[src/rtl/fifo_write_arbiter.sv]
`timescale 1ns/1ps
// Round-robin packet arbiter for one FIFO write port; the owner holds the lock until its last beat or MAX_LEN beats.
// Grant costs one IDLE cycle, beats then pass combinationally (0 cycles); wfull holds the owner's beat, never the arbitration.
module fifo_write_arbiter #(
    parameter int NREQ    = 4,
    parameter int UWIDTH  = 8,
    parameter int MAX_LEN = 16
) (
    input  logic                   clk,
    input  logic                   rst,
    input  logic [NREQ-1:0]        req,
    input  logic [NREQ*UWIDTH-1:0] req_data,
    input  logic [NREQ-1:0]        req_last,
    output logic [NREQ-1:0]        ack,
    input  logic                   wfull,
    output logic                   winc,
    output logic [UWIDTH-1:0]      wdata,
    output logic [2:0]             grant_id,
    output logic                   busy,
    output logic                   len_err
);

    typedef enum logic {
        S_IDLE  = 1'b0,
        S_BURST = 1'b1
    } state_t;

    state_t            r_state;
    logic [2:0]        r_grant_id;
    logic [2:0]        r_rr_ptr;
    logic [7:0]        r_beat_cnt;
    logic              r_len_err;

    logic              w_arb_found;
    logic [2:0]        w_arb_idx;
    logic              w_own_req;
    logic              w_own_last;
    logic [UWIDTH-1:0] w_own_data;
    logic              w_xfer;
    logic              w_end;
    logic [2:0]        w_next_ptr;

    // First requester at or above rr_ptr, wrapping; rr_ptr < NREQ so one subtraction wraps.
    always_comb begin
        int idx;
        idx         = 0;
        w_arb_found = 1'b0;
        w_arb_idx   = '0;
        for (int k = 0; k < NREQ; k++) begin
            idx = int'(r_rr_ptr) + k;
            if (idx >= NREQ) begin
                idx = idx - NREQ;
            end
            for (int i = 0; i < NREQ; i++) begin
                if (!w_arb_found && req[i] && (idx == i)) begin
                    w_arb_found = 1'b1;
                    w_arb_idx   = 3'(i);
                end
            end
        end
    end

    always_comb begin
        w_own_req  = 1'b0;
        w_own_last = 1'b0;
        w_own_data = '0;
        for (int i = 0; i < NREQ; i++) begin
            if (r_grant_id == 3'(i)) begin
                w_own_req  = req[i];
                w_own_last = req_last[i];
                w_own_data = req_data[i*UWIDTH +: UWIDTH];
            end
        end
    end

    assign w_xfer     = (r_state == S_BURST) && w_own_req && !wfull;
    assign w_end      = w_xfer && (w_own_last || (r_beat_cnt == 8'(MAX_LEN - 1)));
    assign w_next_ptr = (r_grant_id == 3'(NREQ - 1)) ? 3'd0 : r_grant_id + 3'd1;

    always_comb begin
        ack = '0;
        for (int i = 0; i < NREQ; i++) begin
            ack[i] = w_xfer && (r_grant_id == 3'(i));
        end
    end

    assign winc     = w_xfer;
    assign wdata    = w_xfer ? w_own_data : '0;
    assign grant_id = r_grant_id;
    assign busy     = (r_state == S_BURST);
    assign len_err  = r_len_err;

    always_ff @(posedge clk or negedge rst) begin
        if (!rst) begin
            r_state    <= S_IDLE;
            r_grant_id <= '0;
            r_rr_ptr   <= '0;
            r_beat_cnt <= '0;
            r_len_err  <= 1'b0;
        end else begin
            case (r_state)
                S_IDLE: begin
                    if (w_arb_found) begin
                        r_grant_id <= w_arb_idx;
                        r_beat_cnt <= '0;
                        r_state    <= S_BURST;
                    end
                end
                S_BURST: begin
                    if (w_xfer) begin
                        r_beat_cnt <= r_beat_cnt + 8'd1;
                        if (w_end) begin
                            r_state  <= S_IDLE;
                            r_rr_ptr <= w_next_ptr;
                            // Ending without last means the packet was cut at MAX_LEN.
                            if (!w_own_last) begin
                                r_len_err <= 1'b1;
                            end
                        end
                    end
                end
            endcase
        end
    end

endmodule

[config.mk]
export PLATFORM = sky130hd
export DESIGN_NAME = fifo_write_arbiter
export DESIGN_NICKNAME = d
export VERILOG_FILES = /design/src/rtl/fifo_write_arbiter.sv
export SDC_FILE = /design/constraint.sdc
export NUM_CORES = 1
export LEC_CHECK = 0
export CAP_MARGIN = 30
export CELL_PAD_IN_SITES_DETAIL_PLACEMENT = 1
export CELL_PAD_IN_SITES_GLOBAL_PLACEMENT = 1
export CORE_MARGIN = 2
export CORE_UTILIZATION = 29
export DETAILED_ROUTE_END_ITERATION = 7
export PLACE_DENSITY = 0.82
export SYNTH_ARGS = -nofsm -noshare
export SYNTH_HDL_FRONTEND = slang
export SYNTH_SLANG_ARGS = --single-unit
[constraint.sdc]
create_clock -name clk -period 2.5 [get_ports clk]
set_input_delay 0.5 -clock clk [delete_from_list [all_inputs] [get_ports clk]]
set_output_delay 0.5 -clock clk [all_outputs]
set_load 0.03 [all_outputs]
-- After elaboration in Yosys (flattened, before gate mapping)
Index checks and enable logic that the tools add are counted.
- flip-flop bits (word level): 16
- bits in latches: 0
- memory bits (writable): 0
- bits in read-only memories: 0
- input port bits: 43
- output and inout bits: 18
- word-level logic and storage cells: 158
- memories kept: 0
- $add $sub $neg: 9
- multipliers: 0
- divide/modulo/power cells: 0
- $lt $le $gt $ge: 4
- equal/unequal tests: 18
- shifts and indexed selects: 0
- multiplexer cells: 56
- bitwise operators: 2
- reduce and logical (&&, ||, !) cells: 64
- operator list (cell ; count):
    == test 32 x 3 -> 1 bit (second input constant) ; 8
    == test 32 x 2 -> 1 bit (second input constant) ; 4
    zero test 32 bit ; 4
    two-way mux 32 bit ; 4
    two-way mux 8 bit ; 7
    two-way mux 3 bit ; 14
    logical AND 1 bit ; 38
    two-way mux 1 bit ; 28
    zero test 1 bit ; 16
    one-hot mux 8 bit (2 select lines) ; 1
    subtractor 4 x 3 -> 5 bit (second input constant) ; 3
    greater-or-equal comparator 4 x 3 -> 1 bit (second input constant) ; 3
    adder 3 x 2 -> 4 bit (second input constant) ; 2
    adder 8 x 1 -> 8 bit (second input constant) ; 1
    == test 8 x 4 -> 1 bit (second input constant) ; 1
    == test 3 x 2 -> 1 bit (second input constant) ; 2
    adder 3 x 1 -> 4 bit (second input constant) ; 1
    AND reduction 2 bit ; 2
    AND reduction 4 bit ; 1
    subtractor 3 x 3 -> 4 bit (second input constant) ; 1
    adder 3 x 1 -> 3 bit (second input constant) ; 1
    == test 3 x 1 -> 1 bit (second input constant) ; 1
    greater-or-equal comparator 3 bit (second input constant) ; 1
    zero test 3 bit ; 1
    other kinds (7) ; 8

-- Logic depth before layout (Yosys ltp)
Gate-level depths: netlist of the first run.
- word-level depth: 67
- gate-level depth with buffers: 8
- mapped depth without buffers: 7

-- Worst setup path after synthesis of the first run
Ideal clock, no wire load.
- path type: register to output
- start: reg r_grant_id[0] (netlist: grant_id[0])
- end: out wdata[0]
- arrival: 2.113 ns
- required time: 2.000 ns
- slack: -0.113 ns
- stages on the path, launching flop included: 8
- buffers on the path: 2
- path through: dfrtp_1 -> inv_1 -> ha_1 -> buf_2 -> buf_1 -> a221oi_1 -> a211o_1 -> a21oi_1
- word-level cells in the longest chain between the ends: 8
- elaborated cells between the ends (all ways): 15
- classes of those cells: eq/ne: 3; mux: 9; reduce/logical: 3
- RTL lines (what ; RTL line ; text):
    start: declaration ; 29 ; logic [2:0] r_grant_id;
    start signal: assignment ; 104 ; r_grant_id <= w_arb_idx;
    zero test 3 bit ; 68 ; if (r_grant_id == 3'(i)) begin
    two-way mux 1 bit (4 in a row) ; 68 ;
    logical AND 1 bit (2 in a row) ; 76 ; assign w_xfer = (r_state == S_BURST) && w_own_req && !wfull;
    two-way mux 8 bit (*) ; 88 ; assign wdata = w_xfer ? w_own_data : '0;
    end: declaration ; 17 ; output logic [UWIDTH-1:0] wdata,
Every way passes the cells marked *; elsewhere a longest branch is shown, timed or not.

-- Final worst setup path of the first run
- start: reg r_grant_id[0] (netlist: grant_id[0])
- end: out wdata[1]
Same word-level chain as after synthesis.

==> metrics, run 1 <==
Compound-Gate Fraction of Synth Area 26.6%; Core ar. 0.00409 sq mm; biggest area consumer among synthesized cells dfrtp_1; sequential-to-total area share from yosys stat 27.9%; Placed Instances 262; CP required 2.00 ns; vias in the first global route 1639; min-delay worst type reg -> reg; Post-DP Area 0.00196 sq mm; Rel. slew slack 56.1%; critical path launch point type register; Avg Inst Size Synth 8.47 sq um; Area contributors post-synth dfrtp_1, a211o_1, a221oi_1, a21oi_1, ha_1; cells after synthesis 148; Crit path depth 9; CP peak stage delay 0.43 ns; Die ar. 0.00487 sq mm; Hold WS 0.470 ns; final hold viol count 0; Design Area, Final 0.00234 sq mm; pwr/cell area 1060 mW/mm^2; Max Clk Rate 392 MHz; CTS tree yes; final setup fails 7; RSZ-0062 raised after global routing true; failing checks negative setup slack; gr usage total 21.6%; synth unique cells 50; EDFF count, synth 0; largest net degree at the start of global routing 23; CP max-delay cell dfrtp_1; num rows 23; delay-heaviest family, CP compound AO/OA/AOI/OAI gates; Clock Latency Late Sink 0.25 ns; Initial DRT Pass Iterations 4; post-DP HPWL 3590 um; kind of critical path reg -> out; Leak 0.983 nW; xor/xnor share of the synthesized area 0%; hold depth 1; Critical Path Sink Type output port; Port Buffers 59; DRT antenna net count 0; DRC viols 0; Peak VDD IR 805 uV; TritonCTS buffer count 3; Post-Synth Simple-Gate Area 25.5%; clk buf depth 2; Final period util 102%; IO Count 61; Die W 69.8 um; initial antenna violation count 0; post-synthesis mux area share 5.89%; Crit Path Max Fanout 8; DR iter-0 viols 106; Slew @ Worst Pin 0.656 ns; worst-path cell chain inv_2, buf_4, ha_4, nor2b_4, buf_12, a221oi_2, a211o_1, a21oi_4, buf_6; share of cells above drive strength 1 35.7%; asr flop ratio synth 100%; antenna cells 0; Synth Net Count 196; r2r worst-path depth 9; status finished, violations left; CTS Sinks 14; Avg WL per Cell 21.6 um; adder-cell share of the synthesized area 4.99%; final net count 277; total congestion overflow 0; Die Y 69.8 um; top_reg_cell synth dfrtp_1; Yosys warning count 0; Clk pin slew, worst setup/hold paths 0.06 ns; Finished Layout Cells 277; DR vias/cell 5.74; routability congestion estimate 0.839; post-route setup slack -0.0488 ns; Via Count 1589; WL final 5980 um; Synth Cell Area 0.00125 sq mm; Worst Skew 0.00188 ns; post-synthesis register bit count 14; Final Power 2.48 mW; largest family of logic cells by synthesized area compound AO/OA/AOI/OAI gates; Final min period 2.55 ns; Setup Total Neg Slack -0.142 ns; CP bufs+invs 4; H-tree depth 1; final slew viol count 0; MaxCap Viol Count 0; area grow syn2layout 86.7%; global-route wire length before repair 8360 um; Worst EP arrival 2.05 ns; Starting Density 30.7%; Synth top area share 27.9%; Root Driver clkbuf_8
[logic make-up (layout without fill, tap and decap cells)]
family | Yosys count | after routing
simple gates | 53 | 54
buf+inv | 23 | 101
mux | 7 | 7
fa+ha+maj | 5 | 5
other cells | 1 | 1
compound gates | 45 | 45
flops | 14 | 14
[flip-flops by register name (all words and copies together) (netlist names)]
signal,count
r_beat_cnt,8
grant_id,2
len_err,1
busy,1
r_rr_ptr,2
[per-layer routing]
| layer | track usage [%] | part of all wire [%] | vias to the layer above |
|---|---|---|---|
| met5 | 0 | 0 | - |
| met4 | 5.34 | 2.8 | 0 |
| met3 | 1.74 | 2.8 | 12 |
| met2 | 41.9 | 54 | 57 |
| met1 | 25.3 | 40 | 808 |
| li1 | - | - | 712 |
[report_power, final]
part           switching (mW)  total (mW)  internal, mW
Clock                  0.0850       0.192         0.107
Combinational            1.04        1.93         0.892
Sequential             0.0810       0.363         0.282
[path summary, 6_finish.rpt]
path                                              start                        end  slack (ns)
worst max-delay path            grant_id[0]$_DFFE_PN0P_                   wdata[1]       -0.05
worst min-delay path                len_err$_DFFE_PN0P_        len_err$_DFFE_PN0P_        0.47
worst max register to register  grant_id[0]$_DFFE_PN0P_  r_beat_cnt[7]$_DFFE_PN0P_        0.13
worst min register to register      len_err$_DFFE_PN0P_        len_err$_DFFE_PN0P_        0.47
max in group asynchronous                           rst  r_beat_cnt[4]$_DFFE_PN0P_        1.43
min in group asynchronous                           rst    r_rr_ptr[1]$_DFFE_PN0P_        0.65
[area by class of cell]
| cell class | instances | area, sq um |
|---|---|---|
| Multi-Input combinational cell | 112 | 1020 |
| Fill cell | 461 | 1750 |
| Inverter | 13 | 48.8 |
| Tap cell | 50 | 62.6 |
| Clock buffer | 3 | 41.3 |
| Timing Repair Buffer | 85 | 821 |
| Sequential cell | 14 | 350 |
[what timing repair did]
item | 4_1_cts | 5_1_grt
setup endpoints to repair | 13 | 13
gates resized for setup | 36 | 24
pin swaps | 9 | 9
setup buffers | 8 | 3
hold buffers | 0 | 0
gates cloned | 1 | 0
[cell usage after synthesis, drive strengths merged (4+ instances only)]
master and count:
a21oi 13, a221oi 8, ha 5, a211o 8, mux2i 4, nand3 5
dfrtp 14, buf 7, and3 4, nand2 16, inv 13
[per-stage QoR]
step / util [%] / setup WS (ns)
after global placement: 48.0 / -0.280
after global routing: 57.3 / -0.127
after CTS: 54.1 / -0.00368
after detailed placement: 48.0 / -0.330
final: 57.3 / -0.0488
after floorplan: - / 0.0511
[placed cells by master (no fill, tap or decap), drive strengths merged, types with 2 or more instances in the layout]
cell type,count
a211o,8
a211oi,2
a21oi,13
a221oi,8
and2,3
and3,4
buf,39
clkbuf,3
clkdlybuf4s50,45
dfrtp,14
ha,5
inv,13
mux2,3
mux2i,4
nand2,17
nand3,5
nand3b,3
nand4,2
nor2,3
nor2b,3
nor3,2
nor4,2
o21ai,3
o31ai,2
or4,2
Note: power is estimated with default switching activity, not from simulation.
==> run 2, diff against run 1 <==
--- a/config.mk
+++ b/config.mk
@@ -5,6 +5,7 @@
 export SDC_FILE = /design/constraint.sdc
 export NUM_CORES = 1
 export LEC_CHECK = 0
+export ABC_CLOCK_PERIOD_IN_PS = 2500
 export CAP_MARGIN = 30
 export CELL_PAD_IN_SITES_DETAIL_PLACEMENT = 1
 export CELL_PAD_IN_SITES_GLOBAL_PLACEMENT = 1
==> results of run 2 <==
Same layout as run 1: the final DEF is identical, and so are final timing and power.
==> run 3, diff against run 2 <==
--- a/config.mk
+++ b/config.mk
@@ -12,7 +12,7 @@
 export CORE_MARGIN = 2
 export CORE_UTILIZATION = 29
 export DETAILED_ROUTE_END_ITERATION = 7
-export PLACE_DENSITY = 0.82
+export PLACE_DENSITY = 0.83
 export SYNTH_ARGS = -nofsm -noshare
 export SYNTH_HDL_FRONTEND = slang
 export SYNTH_SLANG_ARGS = --single-unit
==> run 3 against run 2 <==
Net effect: the flow still finishes with violations (negative setup slack); non-clock buffer count fell by 7; clock power up 15%; flip-flop and latch count unchanged; largest cell class unchanged; cell area decreased by 6.7%; critical path type unchanged; cell count decreased by 2.2%; setup slack better by 0.046 ns; power decreased by 12%; routed wire length decreased by 22%; hold slack worse by 0.0020 ns; sequential power shrank 3%; critical path depth decreased by 3.
==> metrics, run 3 (synthesized netlist as in run 1, its figures left out) <==
Hold Path End len_err$_DFFE_PN0P_; r2r worst-path depth 7 (-2); clk buf depth 2 (unchanged); Post-DP Area 0.00196 sq mm (unchanged); R2R setup slack 0.28 ns (+0.15 ns); critical path launch point type register; num rows 23 (unchanged); Starting Density 30.7% (unchanged); Metal-1 WL 1930 um (-19%); Placed Instances 262 (unchanged); Hold WS 0.468 ns (-0.00204 ns); Reg power frac 16.1% (+1.5 points); RSZ-0062 raised after global routing true; share of cells above drive strength 1 31.7% (-4.0 points); Max Clk Rate 400 MHz (+1.8%); most frequent cells in the layout clkdlybuf4s50_1, buf_4, nand2_1, buf_6, dfrtp_1; kind of critical path reg -> out; H-tree depth 1 (unchanged); total congestion overflow 0 (unchanged); fillers 472 (+2.4%); Peak VDD IR 547 uV (-32%); met3 wire length 116 um (-31%); Critical Path Sink Type output port; post-DP HPWL 3430 um (-4.5%); WL final 4660 um (-22%); Final Power 2.19 mW (-12%); CP required 2.00 ns (about the same); hold path startpoint len_err$_DFFE_PN0P_; Reg-to-Reg End r_rr_ptr[1]$_DFFE_PN0P_; TritonCTS buffer count 3 (unchanged); Design Area, Final 0.00218 sq mm (-6.7%); global-route wire length before repair 7290 um (-13%); R2R Path Start grant_id[1]$_DFFE_PN0P_; Finished Layout Cells 271 (-2.2%); DR iter-0 viols 52 (-51%); IO Count 61 (unchanged); Logic pwr share 73.9% (-3.7 points); FF+latch area 352 sq um (+0.36%); hold_buf cts 0 (unchanged); Clk pwr share 10.0% (+2.3 points); final net count 270 (-2.5%); Rel. slew slack 58.5% (+2.4 points); initial antenna violation count 0 (unchanged); Initial DRT Pass Iterations 4 (unchanged); Crit Path Max Fanout 5 (-3); Setup Total Neg Slack -0.00296 ns (+0.139 ns); Net Sw Frac 46.4% (-2.0 points); Die W 69.8 um (unchanged); area grow syn2layout 74.3%; CTS Sinks 14 (unchanged); met2 routed wirelength 2540 um (-22%); Clock Latency Late Sink 0.25 ns (about the same); routability congestion estimate 0.766 (-8.7%); Core ar. 0.00409 sq mm (unchanged); hold depth 1 (unchanged); status finished, violations left; pwr/cell area 1000 mW/mm^2 (-5.5%); Root Driver clkbuf_8; DRT antenna net count 0 (unchanged); Worst EP arrival 2.00 ns (-0.05 ns); Sw Pwr 1.01 mW (-16%); vias in the first global route 1467 (-10%); top routing layer used met4; final hold viol count 0 (unchanged); Port Buffers 59 (unchanged); final slew viol count 0 (unchanged); gr usage total 18.5% (-3.1 points); area of the multi-input gates 917 sq um (-9.8%); final setup fails 1 (-6); antenna cells 0 (unchanged); CTS tree yes; Top reg by flops r_beat_cnt; Avg WL per Cell 17.2 um (-20%); post-route setup slack -0.00296 ns (+0.0458 ns); Via Count 1470 (-7.5%); max reg flops 8 (unchanged); Die ar. 0.00487 sq mm (unchanged); Slew @ Worst Pin 0.620 ns (-0.0355 ns); Final min period 2.50 ns (-0.0458 ns); most common cell after layout, fill and taps aside clkdlybuf4s50_1; MaxCap Viol Count 0 (unchanged); internal power 1.17 mW (-8.4%); Final period util 100% (-1.8 points); Leak 0.935 nW (-4.8%); min-delay worst type reg -> reg; Clk pin slew, worst setup/hold paths 0.06 ns (about the same); Die Y 69.8 um (unchanged); largest net degree at the start of global routing 23 (unchanged); DRC viols 0 (unchanged); Worst Skew 0.00180 ns (-0.0000735 ns); DR vias/cell 5.42 (-5.4%); failing checks negative setup slack
run 3: cell count changes in the layout (fill, tap and decap cells not counted), moves of 2 or more:
cell	change
buf_4	-7
a21oi_2	+7
buf_6	+3
a221oi_1	+6
a221oi_2	-6
a21oi_4	-7
buf_12	-2
run 3: repair_timing:
action	4_1_cts	5_1_grt
gates cloned	1	0
resized for setup	29	17
endpoints found under the setup margin	13	13
setup buffers	2	2
pin swaps	9	9
run 3: critical path, cell delays in order (launching register included):
cell and delay, ns:
dfrtp_2 0.44, ha_2 0.20, or3b_4 0.40, and4b_2 0.26, buf_6 0.15, and3_4 0.17, buf_6 0.13
run 3: area by class of cell:
cell class / instances / share of cell area (%)
clock buffer: 4 / 2.52
inverter: 13 / 2.35
multi-input combinational: 112 / 42.0
sequential: 14 / 16.1
tap: 50 / 2.86
timing repair buffer: 78 / 34.2
run 3: how the worst max path moves through the flow:
stage / from / end / slack (ns) / cells past startpoint
global placement: req[2] / ack[2] / -0.29 / 5
CTS: grant_id[1]$_DFFE_PN0P_ / ack[0] / -0.002 / 6
finish: grant_id[1]$_DFFE_PN0P_ / ack[1] / -0.003 / 6
global route: grant_id[1]$_DFFE_PN0P_ / ack[1] / -0.05 / 7
floorplan: grant_id[0]$_DFFE_PN0P_ / wdata[0] / 0.05 / 7
detailed placement: req[2] / ack[2] / -0.30 / 5
run 3: power groups by stage:
stage / combinational (mW) / clock, mW / sequential (mW)
after floorplan: 0.868 / 0 / 0.384
final: 1.62 / 0.220 / 0.352
after CTS: 1.52 / 0.226 / 0.350
after detailed placement: 1.36 / 0 / 0.349
after global placement: 1.33 / 0 / 0.345
after global routing: 1.72 / 0.234 / 0.365
run 3: through the flow:
stage               utilization, %  worst slack [ns]
floorplan                        -            0.0511
global placement              48.0            -0.290
detailed placement            48.0            -0.298
CTS                           52.2          -0.00217
global route                  53.5           -0.0473
finish                        53.5          -0.00296
run 3: metal layers:
layer | global-route usage (%) | vias up
li1 | - | 705
met1 | 22.8 | 730
met2 | 34.2 | 27
met3 | 2.18 | 8
met4 | 4.06 | 0
met5 | 0 | -
